$ cat src/rtl/alu_dispatch_if.sv
// Bundle between the dispatch stage, its upstream producer and the clocked ALU.
// Slave is the dispatch block; master is whatever drives instructions and returns results.
interface alu_dispatch_if #(
  parameter int TAGW = 3
) ();
  logic            in_valid;
  logic            in_ready;
  logic [3:0]      in_opcode;
  logic [15:0]     in_op1;
  logic [15:0]     in_op2;
  logic [4:0]      in_immx;
  logic            in_isimm;
  logic [TAGW-1:0] in_tag;
  logic            stall;
  logic            flush;
  logic [11:0]     alusignals;
  logic [15:0]     op1;
  logic [15:0]     op2;
  logic [4:0]      immx;
  logic            isimmediate;
  logic [15:0]     aluresult;
  logic            wb_valid;
  logic [TAGW-1:0] wb_tag;
  logic [15:0]     wb_data;
  logic            err_illegal;

  modport slave (
    input  in_valid, in_opcode, in_op1, in_op2, in_immx, in_isimm, in_tag,
    input  stall, flush, aluresult,
    output in_ready, alusignals, op1, op2, immx, isimmediate,
    output wb_valid, wb_tag, wb_data, err_illegal
  );

  modport master (
    output in_valid, in_opcode, in_op1, in_op2, in_immx, in_isimm, in_tag,
    output stall, flush, aluresult,
    input  in_ready, alusignals, op1, op2, immx, isimmediate,
    input  wb_valid, wb_tag, wb_data, err_illegal
  );
endinterface

$ cat src/rtl/alu_dispatch.sv
// Issue queue in front of a clocked ALU: decodes at enqueue, issues one entry per cycle
// and tracks the tag through the two-stage ALU pipeline for writeback.
module alu_dispatch #(
  parameter int DEPTH = 4,
  parameter int TAGW  = 3
) (
  input logic           clk,
  input logic           reset,
  alu_dispatch_if.slave bus
);
  localparam int PW = $clog2(DEPTH);
  localparam int CW = PW + 1;

  typedef struct packed {
    logic [11:0]     sig;
    logic [15:0]     op1;
    logic [15:0]     op2;
    logic [4:0]      immx;
    logic            isimm;
    logic [TAGW-1:0] tag;
  } entry_t;

  entry_t          r_mem [DEPTH];
  logic [PW-1:0]   r_wr_ptr;
  logic [PW-1:0]   r_rd_ptr;
  logic [CW-1:0]   r_count;

  logic [11:0]     r_alusignals;
  logic [15:0]     r_op1;
  logic [15:0]     r_op2;
  logic [4:0]      r_immx;
  logic            r_isimm;
  logic            r_v1;
  logic [TAGW-1:0] r_tag1;
  logic            r_v2;
  logic [TAGW-1:0] r_wb_tag;
  logic            r_err;

  logic            w_full;
  logic            w_accept;
  logic            w_legal;
  logic            w_enq;
  logic            w_issue;
  logic [11:0]     w_sig;
  entry_t          w_new;
  entry_t          w_head;

  assign w_full   = (r_count == CW'(DEPTH));
  assign w_accept = bus.in_valid && !w_full;
  assign w_legal  = (bus.in_opcode < 4'd12);
  assign w_enq    = w_accept && w_legal && !bus.flush;
  assign w_issue  = (r_count != '0) && !bus.stall && !bus.flush;
  assign w_sig    = w_legal ? (12'(1) << bus.in_opcode) : 12'd0;
  assign w_head   = r_mem[r_rd_ptr];

  always_comb begin
    w_new       = '0;
    w_new.sig   = w_sig;
    w_new.op1   = bus.in_op1;
    w_new.op2   = bus.in_op2;
    w_new.immx  = bus.in_immx;
    w_new.isimm = bus.in_isimm;
    w_new.tag   = bus.in_tag;
  end

  // NOTE: queue storage has no reset; validity is carried entirely by the pointers and count.
  always_ff @(posedge clk) begin
    if (!reset && w_enq) r_mem[r_wr_ptr] <= w_new;
  end

  always_ff @(posedge clk) begin
    if (reset) begin
      r_wr_ptr     <= '0;
      r_rd_ptr     <= '0;
      r_count      <= '0;
      r_alusignals <= '0;
      r_op1        <= '0;
      r_op2        <= '0;
      r_immx       <= '0;
      r_isimm      <= 1'b0;
      r_v1         <= 1'b0;
      r_tag1       <= '0;
      r_v2         <= 1'b0;
      r_wb_tag     <= '0;
      r_err        <= 1'b0;
    end else if (bus.flush) begin
      r_wr_ptr     <= '0;
      r_rd_ptr     <= '0;
      r_count      <= '0;
      r_alusignals <= '0;
      r_v1         <= 1'b0;
      r_v2         <= 1'b0;
      r_err        <= 1'b0;
    end else begin
      r_err <= w_accept && !w_legal;
      if (w_enq) r_wr_ptr <= r_wr_ptr + PW'(1);
      if (w_issue) begin
        r_rd_ptr     <= r_rd_ptr + PW'(1);
        r_alusignals <= w_head.sig;
        r_op1        <= w_head.op1;
        r_op2        <= w_head.op2;
        r_immx       <= w_head.immx;
        r_isimm      <= w_head.isimm;
        r_tag1       <= w_head.tag;
        r_v1         <= 1'b1;
      end else begin
        r_alusignals <= '0;
        r_v1         <= 1'b0;
      end
      // Second stage lines up with the ALU's own output register.
      r_v2 <= r_v1;
      if (r_v1) r_wb_tag <= r_tag1;
      case ({w_enq, w_issue})
        2'b10:   r_count <= r_count + CW'(1);
        2'b01:   r_count <= r_count - CW'(1);
        default: ;
      endcase
    end
  end

  assign bus.in_ready    = !w_full;
  assign bus.alusignals  = r_alusignals;
  assign bus.op1         = r_op1;
  assign bus.op2         = r_op2;
  assign bus.immx        = r_immx;
  assign bus.isimmediate = r_isimm;
  assign bus.wb_valid    = r_v2;
  assign bus.wb_tag      = r_wb_tag;
  assign bus.wb_data     = bus.aluresult;
  assign bus.err_illegal = r_err;
endmodule

$ cat src/flat_wrapper.sv
// flat-port wrapper written by rule: the top's interface ports become plain ports
module alu_dispatch_flat 
#(
  parameter int DEPTH = 4,
  parameter int TAGW  = 3
)
  (clk, reset, bus_in_valid, bus_in_opcode, bus_in_op1, bus_in_op2, bus_in_immx, bus_in_isimm, bus_in_tag, bus_stall, bus_flush, bus_aluresult, bus_in_ready, bus_alusignals, bus_op1, bus_op2, bus_immx, bus_isimmediate, bus_wb_valid, bus_wb_tag, bus_wb_data, bus_err_illegal);
  alu_dispatch_if #(.TAGW(TAGW)) bus_i ();
  input logic clk;
  input logic reset;
  input wire logic [$bits(bus_i.in_valid)-1:0] bus_in_valid;
  input wire logic [$bits(bus_i.in_opcode)-1:0] bus_in_opcode;
  input wire logic [$bits(bus_i.in_op1)-1:0] bus_in_op1;
  input wire logic [$bits(bus_i.in_op2)-1:0] bus_in_op2;
  input wire logic [$bits(bus_i.in_immx)-1:0] bus_in_immx;
  input wire logic [$bits(bus_i.in_isimm)-1:0] bus_in_isimm;
  input wire logic [$bits(bus_i.in_tag)-1:0] bus_in_tag;
  input wire logic [$bits(bus_i.stall)-1:0] bus_stall;
  input wire logic [$bits(bus_i.flush)-1:0] bus_flush;
  input wire logic [$bits(bus_i.aluresult)-1:0] bus_aluresult;
  output wire logic [$bits(bus_i.in_ready)-1:0] bus_in_ready;
  output wire logic [$bits(bus_i.alusignals)-1:0] bus_alusignals;
  output wire logic [$bits(bus_i.op1)-1:0] bus_op1;
  output wire logic [$bits(bus_i.op2)-1:0] bus_op2;
  output wire logic [$bits(bus_i.immx)-1:0] bus_immx;
  output wire logic [$bits(bus_i.isimmediate)-1:0] bus_isimmediate;
  output wire logic [$bits(bus_i.wb_valid)-1:0] bus_wb_valid;
  output wire logic [$bits(bus_i.wb_tag)-1:0] bus_wb_tag;
  output wire logic [$bits(bus_i.wb_data)-1:0] bus_wb_data;
  output wire logic [$bits(bus_i.err_illegal)-1:0] bus_err_illegal;
  assign bus_i.in_valid = bus_in_valid;
  assign bus_i.in_opcode = bus_in_opcode;
  assign bus_i.in_op1 = bus_in_op1;
  assign bus_i.in_op2 = bus_in_op2;
  assign bus_i.in_immx = bus_in_immx;
  assign bus_i.in_isimm = bus_in_isimm;
  assign bus_i.in_tag = bus_in_tag;
  assign bus_i.stall = bus_stall;
  assign bus_i.flush = bus_flush;
  assign bus_i.aluresult = bus_aluresult;
  assign bus_in_ready = bus_i.in_ready;
  assign bus_alusignals = bus_i.alusignals;
  assign bus_op1 = bus_i.op1;
  assign bus_op2 = bus_i.op2;
  assign bus_immx = bus_i.immx;
  assign bus_isimmediate = bus_i.isimmediate;
  assign bus_wb_valid = bus_i.wb_valid;
  assign bus_wb_tag = bus_i.wb_tag;
  assign bus_wb_data = bus_i.wb_data;
  assign bus_err_illegal = bus_i.err_illegal;
  alu_dispatch #(.DEPTH(DEPTH), .TAGW(TAGW)) u_core (.clk(clk), .reset(reset), .bus(bus_i));
endmodule
$ cat config.mk
export PLATFORM = sky130hd
export DESIGN_NAME = alu_dispatch_flat
export DESIGN_NICKNAME = d
export VERILOG_FILES = /design/src/rtl/alu_dispatch_if.sv /design/src/rtl/alu_dispatch.sv /design/src/flat_wrapper.sv
export SDC_FILE = /design/constraint.sdc
export NUM_CORES = 1
export LEC_CHECK = 0
export CAP_MARGIN = 5
export CORE_AREA = 2 2 154 156
export CTS_BUF_LIST = sky130_fd_sc_hd__clkbuf_8 sky130_fd_sc_hd__clkbuf_16
export DETAILED_ROUTE_END_ITERATION = 10
export DIE_AREA = 0 0 156 158
export GPL_ROUTABILITY_DRIVEN = 0
export PLACE_DENSITY = 0.66
export SLEW_MARGIN = 20
export SYNTH_ARGS = -nofsm -noshare
export SYNTH_HDL_FRONTEND = slang
export SYNTH_SLANG_ARGS = --single-unit
$ cat constraint.sdc
create_clock -name clk -period 4.15 [get_ports clk]
set_input_delay 1.245 -clock clk [delete_from_list [all_inputs] [get_ports clk]]
set_output_delay 1.245 -clock clk [all_outputs]
set_load 0.01 [all_outputs]
==> summary.md <==
| Metric | Value |
|---|---|
| Starting Density | `43.9%` |
| Post-synth EDFFs | `212` |
| Post-Syn Instances | `504` |
| Vias per cell | `5.30` |
| Sequential area share after synthesis | `76.3%` |
| Power per cell area | `approximately 470 nW/um2` |
| Clk_lat worst skew | `530 ps` |
| DR DRC count | `0` |
| Syn Nets | `576` |
| Placed cell count | `872` |
| Die Y-Extent | `approximately 160 um` |
| CTS Buf Count | `28` |
| Postcts setup bufs | `0` |
| Non-filler cells, final | `about 920` |
| Most common cell in the synthesized netlist | `edfxtp_1` |
| Wire length of the first global-routing pass | `28.9 mm` |
| Peak supply drop | `0.305 mV` |
| Row Count | `56` |
| Post-cts resize count | `0` |
| IO buf count | `~110` |
| Largest net degree at the start of global routing | `42` |
| Crit-path max cell delay | `600 ps` |
| Static Leak | `0.00414 uW` |
| Primary FF master, synth | `edfxtp_1` |
| CTS Buffer Depth | `3` |
| Antenna Nets Post-Route | `0` |
| Top fanout value on the critical path | `7` |
| CORE AREA | `23,100 um2` |
| Fillers | `1,750` |
| CP endpoint kind | `register` |
| Cell Chain, Critical Path | `clkdlybuf4s50_1 -> nand2_1 -> and3_4 -> nand2b_1 -> ha_1 -> inv_1 -> fa_1 -> xor2_1 -> or3_1 -> a21oi_1` |
| Drt first pass iters | `4` |
| Clk sinks | `280` |
| Final period util | `74.9%` |
| WHS | `476 ps` |
| Yosys top cell area share | `62.9%` |
| Initial antenna violation count | `1` |
| Synth-to-Final Area Change | `22.5%` |
| CP max-delay cell | `clkdlybuf4s50_1` |
| All-Layer GR Usage | `between 10% and 20%` |
| Slew @ Worst Pin | `995 ps` |
| CTS tree | `done` |
| Critical path class | `input pin to register` |
| Status | `completed` |
| Max-cap violations | `0` |
| Total power | `5780 uW` |
| CP Data Required Time | `approximately 4600 ps` |
| Minimum clock period | `3110 ps` |
| Final-report hold violation count | `0` |
| Mean Syn Cell Area | `20.1 um2` |
| WL final | `19.1 mm` |
| Ys Warns | `0` |
| Top cells by count, synth | `edfxtp_1, dfxtp_1, mux4_2` |
| Final Max Tran Viols | `0` |
| Setup-failing EPs final | `0` |
| Fmax | `322 MHz` |
| Routed length per placed instance | `between 20 and 25 um` |
| Setup crit start kind | `input pin` |
| Grt ovf | `0` |
| Total number of vias | `4,897` |
| Layout cell share with drive strength beyond 1 | `19.6%` |
| Detailed Place HPWL | `11.4 mm` |
| Asr flop ratio synth | `0%` |
| H-tree depth | `1` |
| Hold Crit Class | `register to register` |
| Final setup TNS | `0 ps` |
| Cell variety after synth | `35` |
| DRT iter0 DRCs | `301` |
| Synth Register Bits | `280` |
| Nets | `684` |
| Clk slew on worst S/H paths | `60 ps` |
| Die area | `24,600 um2` |
| Rel. slew slack | `33.6%` |
| CTS Hold Buffers Added | `0` |
| Clock skew | `16.2 ps` |
| Clock tree root driver cell | `clkbuf_16` |
| Synth area leader | `edfxtp_1` |
| WP data arrival | `3570 ps` |
| RSZ-0062 raised after global routing | `false` |
| Cell Area, Synth | `10,100 um2` |
| Diodes inserted | `0` |
| Die width | `156 um` |
| Area contributors post-synth | `edfxtp_1, dfxtp_1, mux4_2` |
| I/O pin cnt | `138` |
| Vias in the first global route | `approximately 5,200` |
==> registers in the layout, summed over array words and instances (netlist names), named ones only <==
| register | count |
|---|---|
| u_core.r_wr_ptr | 2 |
| u_core.r_v1 | 1 |
| u_core.r_rd_ptr | 2 |
| u_core.bus.wb_tag | 3 |
| u_core.bus.err_illegal | 1 |
| u_core.r_mem | 212 |
| u_core.r_count | 3 |
| u_core.bus.op1 | 16 |
| u_core.bus.alusignals | 12 |
| u_core.r_tag1 | 3 |
| u_core.bus.isimmediate | 1 |
| u_core.bus.op2 | 16 |
| u_core.bus.wb_valid | 1 |
| u_core.bus.immx | 5 |
==> metrics by stage <==
step / setup WS, ps / util (%) / cell area [um2]
floorplan: 679 / - / 10100
global placement: 548 / 49.5 / 11400
detailed placement: 495 / 49.6 / 11400
CTS: 1020 / 53.8 / 12400
global route: 859 / 53.8 / 12400
finish: 1040 / 53.8 / 12400
==> layout make-up <==
type                    instances  area, um2  share of cell area (%)
clock buffers                  32        767                    6.18
clock inverters                20        203                    1.63
inverters                       5       18.8                   0.151
multi-input cells             178       2130                    17.2
flip-flops and latches        280       7730                    62.3
well taps                     290        363                    2.92
repair buffers                119       1190                    9.62
==> report_power, final <==
part	total (uW)	switching (uW)	internal, uW
Combinational	155	79.1	75.9
Clock	2590	1020	1570
Sequential	3040	8.06	3030
==> worst max-delay path: cells and delay by family <==
family	cells	cell delay, ps
and+or+nand+nor	4	750
buffers and inverters	2	670
adders and majority gates	2	600
xor gates and xnor gates	1	150
AOI/OAI and AO/OA	1	140
==> cell usage in the layout (no fill, tap or decap), drive strengths merged, types with 3 or more instances in the layout <==
cell type,count
clkinv,9
bufinv,4
and3,5
dfxtp,68
clkdlybuf4s50,105
nor3,8
mux4,53
nand2b,6
edfxtp,212
clkbuf,32
and2,13
or3,3
buf,14
a22o,41
mux2i,5
inv,11
a21oi,5
nand2,6
nor2,16
ha,5
==> per-layer routing <==
metal / global-route usage [%] / wire [um] / up-vias
li1: - / - / 2218
met1: 20.1 / 8330 / 2524
met5: 0 / 11 / -
met2: 26.7 / 9410 / 118
met3: 2.93 / 946 / 35
met4: 4.33 / 380 / 2
==> path summary, 6_finish.rpt <==
check | start | endpoint | slack [ps] | depth (start not counted)
setup / recovery | bus_in_opcode[2] | u_core.r_count[2] | 1040 | 10
hold / removal | u_core.bus.op1[11] | u_core.bus.op1[11] | 480 | 1
setup reg to reg | u_core.r_count[2] | u_core.r_count[2] | 1690 | 9
hold reg to reg | u_core.bus.op1[11] | u_core.bus.op1[11] | 480 | 1
==> logic make-up after synthesis <==
group | synth area share [%]
multiplexers | 12.4
AND/OR/NAND/NOR | 3.55
flip-flops | 76.3
adder cells (fa/ha/maj) | 0.815
buffers and inverters | 2.79
XOR/XNOR | 0.173
AO/OA/AOI/OAI | 3.95
Power figures use the tool's default switching activity.
